### src/rtl/breakout_pkg.sv
// Shared types and defaults for the breakout game sequencer.
// State encodings, playfield constants and the BCD digit type.
package breakout_pkg;

    typedef enum logic [2:0] {
        ST_NEWGAME = 3'd0,
        ST_PLAY    = 3'd1,
        ST_NEWBALL = 3'd2,
        ST_OVER    = 3'd3,
        ST_WIN     = 3'd4
    } state_t;

    typedef logic [3:0] bcd_t;

    localparam int NUM_BRICKS_DEF  = 48;
    localparam int LIVES_INIT_DEF  = 3;
    localparam int DELAY_TICKS_DEF = 120;

endpackage

### src/rtl/bcd_counter2.sv
// Two-digit BCD counter with synchronous clear and increment.
// Counts 00..99 and wraps back to 00.
module bcd_counter2
    import breakout_pkg::*;
(
    input  logic clk,
    input  logic reset,
    input  logic i_clr,
    input  logic i_inc,
    output bcd_t o_d1,
    output bcd_t o_d0
);

    bcd_t r_d1;
    bcd_t r_d0;

    // Clear wins over increment; units carry into tens, 99 wraps to 00.
    always_ff @(posedge clk or posedge reset) begin
        if (reset) begin
            r_d1 <= 4'd0;
            r_d0 <= 4'd0;
        end else if (i_clr) begin
            r_d1 <= 4'd0;
            r_d0 <= 4'd0;
        end else if (i_inc) begin
            if (r_d0 == 4'd9) begin
                r_d0 <= 4'd0;
                r_d1 <= (r_d1 == 4'd9) ? 4'd0 : r_d1 + 4'd1;
            end else begin
                r_d0 <= r_d0 + 4'd1;
            end
        end
    end

    assign o_d1 = r_d1;
    assign o_d0 = r_d0;

endmodule

### src/rtl/breakout_game_ctrl.sv
// Game-level sequencer: freezes the playfield, tracks lives,
// score and bricks, and times the pauses between balls/games.
module breakout_game_ctrl
    import breakout_pkg::*;
#(
    parameter int NUM_BRICKS  = NUM_BRICKS_DEF,
    parameter int LIVES_INIT  = LIVES_INIT_DEF,
    parameter int DELAY_TICKS = DELAY_TICKS_DEF
) (
    input  logic       clk,
    input  logic       reset,
    input  logic [4:0] i_btn,
    input  logic       i_refr_tick,
    input  logic       i_hit,
    input  logic       i_miss,
    output logic       o_gra_still,
    output logic [2:0] o_game_state,
    output logic [1:0] o_lives,
    output logic [3:0] o_score_d1,
    output logic [3:0] o_score_d0,
    output logic [5:0] o_bricks_left
);

    localparam logic [5:0] BRICKS_RLD = 6'(NUM_BRICKS);
    localparam logic [1:0] LIVES_RLD  = 2'(LIVES_INIT);
    localparam logic [7:0] TIMER_RLD  = 8'(DELAY_TICKS);

    state_t     r_state;
    state_t     w_state_nxt;
    logic       r_hit_q;
    logic       r_miss_q;
    logic [7:0] r_timer;
    logic [1:0] r_lives;
    logic [5:0] r_bricks;

    logic w_hit_ev;
    logic w_miss_ev;
    logic w_btn;
    logic w_timer_done;
    logic w_win;
    logic w_score_inc;
    logic w_brick_dec;
    logic w_life_dec;
    logic w_reload;
    logic w_timer_load;

    bcd_t w_d1;
    bcd_t w_d0;

    assign w_hit_ev     = i_hit & ~r_hit_q;
    assign w_miss_ev    = i_miss & ~r_miss_q;
    assign w_btn        = |i_btn;
    assign w_timer_done = (r_timer == 8'd0);
    assign w_win        = w_hit_ev & (r_bricks == 6'd1);

    // Rising-edge history for the hit/miss levels.
    always_ff @(posedge clk or posedge reset) begin
        if (reset) begin
            r_hit_q  <= 1'b0;
            r_miss_q <= 1'b0;
        end else begin
            r_hit_q  <= i_hit;
            r_miss_q <= i_miss;
        end
    end

    // State register.
    always_ff @(posedge clk or posedge reset) begin
        if (reset) r_state <= ST_NEWGAME;
        else       r_state <= w_state_nxt;
    end

    // Next state and per-cycle counter controls; events only count in PLAY.
    always_comb begin
        w_state_nxt  = r_state;
        w_score_inc  = 1'b0;
        w_brick_dec  = 1'b0;
        w_life_dec   = 1'b0;
        w_reload     = 1'b0;
        w_timer_load = 1'b0;
        case (r_state)
            ST_NEWGAME: begin
                if (w_btn) w_state_nxt = ST_PLAY;
            end
            ST_PLAY: begin
                if (w_hit_ev) begin
                    w_score_inc = 1'b1;
                    w_brick_dec = (r_bricks != 6'd0);
                end
                if (w_win) begin
                    w_state_nxt  = ST_WIN;
                    w_timer_load = 1'b1;
                end else if (w_miss_ev) begin
                    w_life_dec   = (r_lives != 2'd0);
                    w_timer_load = 1'b1;
                    w_state_nxt  = (r_lives == 2'd1) ? ST_OVER : ST_NEWBALL;
                end
            end
            ST_NEWBALL: begin
                if (w_timer_done && w_btn) w_state_nxt = ST_PLAY;
            end
            ST_OVER, ST_WIN: begin
                if (w_timer_done) begin
                    w_state_nxt = ST_NEWGAME;
                    w_reload    = 1'b1;
                end
            end
            default: w_state_nxt = ST_NEWGAME;
        endcase
    end

    // Pause timer: load on entering a pause, count down on frame ticks.
    always_ff @(posedge clk or posedge reset) begin
        if (reset)
            r_timer <= 8'd0;
        else if (w_timer_load)
            r_timer <= TIMER_RLD;
        else if (i_refr_tick && !w_timer_done)
            r_timer <= r_timer - 8'd1;
    end

    // Lives and brick counters, reloaded when a finished game restarts.
    always_ff @(posedge clk or posedge reset) begin
        if (reset) begin
            r_lives  <= LIVES_RLD;
            r_bricks <= BRICKS_RLD;
        end else if (w_reload) begin
            r_lives  <= LIVES_RLD;
            r_bricks <= BRICKS_RLD;
        end else begin
            if (w_life_dec)  r_lives  <= r_lives - 2'd1;
            if (w_brick_dec) r_bricks <= r_bricks - 6'd1;
        end
    end

    bcd_counter2 u_score (
        .clk   (clk),
        .reset (reset),
        .i_clr (w_reload),
        .i_inc (w_score_inc),
        .o_d1  (w_d1),
        .o_d0  (w_d0)
    );

    assign o_gra_still   = (r_state != ST_PLAY);
    assign o_game_state  = r_state;
    assign o_lives       = r_lives;
    assign o_score_d1    = w_d1;
    assign o_score_d0    = w_d0;
    assign o_bricks_left = r_bricks;

endmodule

### config.mk
export PLATFORM = sky130hd
export DESIGN_NAME = breakout_game_ctrl
export DESIGN_NICKNAME = d
export VERILOG_FILES = /design/src/rtl/breakout_pkg.sv /design/src/rtl/bcd_counter2.sv /design/src/rtl/breakout_game_ctrl.sv
export SDC_FILE = /design/constraint.sdc
export NUM_CORES = 1
export LEC_CHECK = 0
export BUFFER_PORTS_ARGS = -buffer_cell sky130_fd_sc_hd__buf_2
export CAP_MARGIN = 40
export CORE_UTILIZATION = 35
export CTS_BUF_LIST = sky130_fd_sc_hd__clkbuf_2
export DETAILED_ROUTE_END_ITERATION = 12
export GPL_TIMING_DRIVEN = 0
export PLACE_DENSITY_LB_ADDON = 0.25
export SETUP_SLACK_MARGIN = 0.3
export SLEW_MARGIN = 20
export SYNTH_ARGS = -nofsm -noshare
export SYNTH_HDL_FRONTEND = slang
export SYNTH_HIERARCHICAL = 1
export SYNTH_SLANG_ARGS = --single-unit
### constraint.sdc
create_clock -name clk -period 6.8 [get_ports clk]
set_clock_uncertainty 0.15 [all_clocks]
set_input_delay 0.68 -clock clk [delete_from_list [all_inputs] [get_ports clk]]
set_output_delay 0.68 -clock clk [all_outputs]
set_load 0.02 [all_outputs]
==> flow_summary.json <==
{
  "status": "completed",
  "end_kind": "flop",
  "final.min_clock_period_ns": 2.857,
  "nFillCells": 495,
  "clkLatencyLatePin_ns": 0.37,
  "clkPwrFrac": 0.158,
  "yosysSeqAreaShare": 0.4186,
  "yosysTopAreaCell": "dfrtp_1",
  "ys.warnings.count": 6,
  "grt_start_max_net_pins": 15,
  "grt_pass1_wl_microns": 5851,
  "synth_seq_cells": 29,
  "grt_overflow": 0,
  "drv_slew": 0,
  "ir_drop_uv": 153.4,
  "cts_hold_buffers": 0,
  "die_h_microns": 72.62,
  "hold_viol": 0,
  "synth_cell_types": 55,
  "startpoint_type": "flop",
  "first_global_vias": 1265,
  "pre_cts_slack_ns": 3.941,
  "switching_share": 0.4270,
  "fin_hold_ws_ns": 0.08278,
  "synth-edff-count": 0,
  "finalSetupTns_ns": 0,
  "drtAntennaViolNets": 0,
  "intPower_mw": 0.4540,
  "h-tree-depth": 2,
  "critPathArrivalTime_ns": 2.98,
  "netlist_area_sq_um": 1745,
  "setup_viol": 0,
  "netSwitchingPower_mw": 0.3383,
  "synthCells": 174,
  "cts_sinks": 29,
  "final-seq-area_sq_um": 730.7,
  "route.vias.total": 1381,
  "multi_input_area_sq_um": 928.4,
  "maxCapViolCount": 0,
  "dieArea_sq_um": 5274,
  "synth_top_flop_cell": "dfrtp_1",
  "critPathRequiredTime_ns": 6.92,
  "antenna_cells": 0,
  "syn_to_final_growth_pct": 17.63,
  "cts_setup_buffers": 0,
  "power_density_nw_per_um2": 385.9,
  "avgSynthCellArea_sq_um": 10.03,
  "coreArea_sq_um": 4755,
  "gp_congestion": 0.7979,
  "max_freq_mhz": 350.0,
  "ios": 30,
  "dr.pass1.iters": 4,
  "cts_made_buffers": 5,
  "seq_power_share": 0.411,
  "start_util": 0.3671,
  "nets": 231,
  "cts_root_buffer": "clkbuf_2",
  "tightest_slew_ns": 0.7217,
  "drive_gt1_frac": 0.2594,
  "crit_type": "flop to flop",
  "drt_wl_total_microns": 3533,
  "antenna_found_initial": 0,
  "combPwrFrac": 0.431,
  "slew_headroom": 0.5180,
  "tritoncts": "done",
  "synth_area_leaders": "dfrtp_1 (36%), ha_1 (7.2%), dfstp_2 (6.0%)",
  "rsz0062_at_grt": "false",
  "syn_nets": 194,
  "via_per_inst": 4.950,
  "grtUsageTotal": 0.1480,
  "placed_area_sq_um": 1989,
  "yosysTopAreaCellShare": 0.3584,
  "port_buffers": 29,
  "hold_path_class": "input pin to asynchronous set/reset pin",
  "setup_slack_ns": 3.943,
  "drtIter0Drc": 44,
  "synthTopCellsByCount": "dfrtp_1 (25), nor2_1 (14), inv_1 (13)",
  "dp_hpwl_microns": 2549,
  "cp_max_fo": 10,
  "routedWlPerCell_microns": 12.66,
  "fin_area_sq_um": 2053,
  "clk_pin_slew_ns": 0.16,
  "yosysMostFrequentCell": "dfrtp_1",
  "post_cts_resized": 0,
  "clockBufferDepth": 2,
  "post-route-period-util": 0.4201,
  "p_leak_nw": 0.9102,
  "rows": 25,
  "die_w_microns": 72.62,
  "synth-async-reset-ratio": 1.000,
  "route.detailed.drc": 0
}
## logic make-up (layout without fill, tap and decap cells)
logic type / count (synthesis) / in the layout / share of synthesized area
XOR/XNOR: 10 / 10 / 0.05018
AND/OR/NAND/NOR: 69 / 69 / 0.2480
multiplexers: 1 / 1 / 0.006451
buffers and inverters: 18 / 56 / 0.04947
adder cells (fa/ha/maj): 10 / 10 / 0.07168
flip-flops: 29 / 29 / 0.4186
AO/OA/AOI/OAI: 37 / 37 / 0.1556
## worst paths after layout
kind                             from          endpoint  slack, ns  cells past startpoint
setup / recovery           r_timer[0]   u_score/o_d1[3]       3.94                      8
hold / removal                  reset   u_score/o_d0[0]       0.08                      2
setup reg to reg           r_timer[0]   u_score/o_d1[3]       3.94                      8
hold reg to reg            r_timer[7]        r_timer[7]       0.40                      2
max in group asynchronous       reset  o_bricks_left[4]       5.90                      3
min in group clk               i_miss          r_miss_q       0.28                      1
## stage by stage
stage / std cells / util / power (mW)
2_1_floorplan: 174 / - / 0.5694
3_3_place_gp: 270 / 0.4153 / 0.6649
3_5_place_dp: 271 / 0.4184 / 0.6729
4_1_cts: 279 / 0.4318 / 0.8019
5_1_grt: 279 / 0.4318 / 0.8618
6_report: 279 / 0.4318 / 0.7923
## state kept, by name, summed over array words and instances, names as in the netlist
register,count
r_timer,8
o_bricks_left,6
r_hit_q,1
u_score/o_d0,4
o_game_state,3
u_score/o_d1,4
o_lives,2
r_miss_q,1
## power by group through the flow
stage          clock [mW]  combinational, mW  sequential, mW
2_1_floorplan           0              0.204           0.365
3_3_place_gp            0              0.336           0.329
3_5_place_dp            0              0.343           0.330
4_1_cts             0.130              0.346           0.326
5_1_grt             0.136              0.388           0.338
6_report            0.125              0.341           0.326
## layer usage
metal,GRT usage,share of wire,vias up,wire length [microns]
li1,-,-,703,-
met1,0.1919,0.49,656,1727
met2,0.2336,0.47,15,1645
met3,0.03315,0.024,7,84
met4,0.07190,0.021,0,74
met5,0,0,-,0
## cell usage in the layout, fill, tap and decap left out, types with 2 or more instances in the layout
cell	synthesis	final
o21a_1	2	2
a21oi_1	6	6
nand3b_1	6	6
a211o_1	2	2
dfstp_2	4	4
nor3_1	3	3
dfrtp_1	25	25
a211oi_1	5	5
ha_1	10	10
o211ai_1	2	2
o21ai_0	4	4
inv_1	13	13
nand3_1	2	2
xnor2_1	5	5
nor2b_1	3	3
buf_6	2	2
buf_2	0	29
nor4_1	3	3
clkbuf_1	2	2
a31oi_1	2	2
and4b_1	2	2
nor2_1	14	14
nand2_1	6	6
clkbuf_2	0	6
nand2b_1	7	7
or3_1	3	3
or3b_1	3	3
xor2_1	5	5
or3b_2	3	3
or4_1	2	2
nand4_1	2	2
## area by class of cell
type,instances,area share
Tap cell,67,0.04083
Timing Repair Buffer,30,0.07800
Clock inverter,2,0.01645
Inverter,13,0.02377
Sequential cell,29,0.3559
Clock buffer,6,0.01463
Multi-Input combinational cell,127,0.4522
Buffer,5,0.01828
## worst max-delay path: stages, from the launching register on
cell      delay, ns
dfrtp_1        0.45
inv_1          0.10
ha_1           0.15
or3b_2         0.43
clkbuf_1       0.19
a211oi_2       0.61
buf_6          0.23
and4b_1        0.20
a211o_1        0.26
Note: power is estimated with default switching activity, not from simulation.
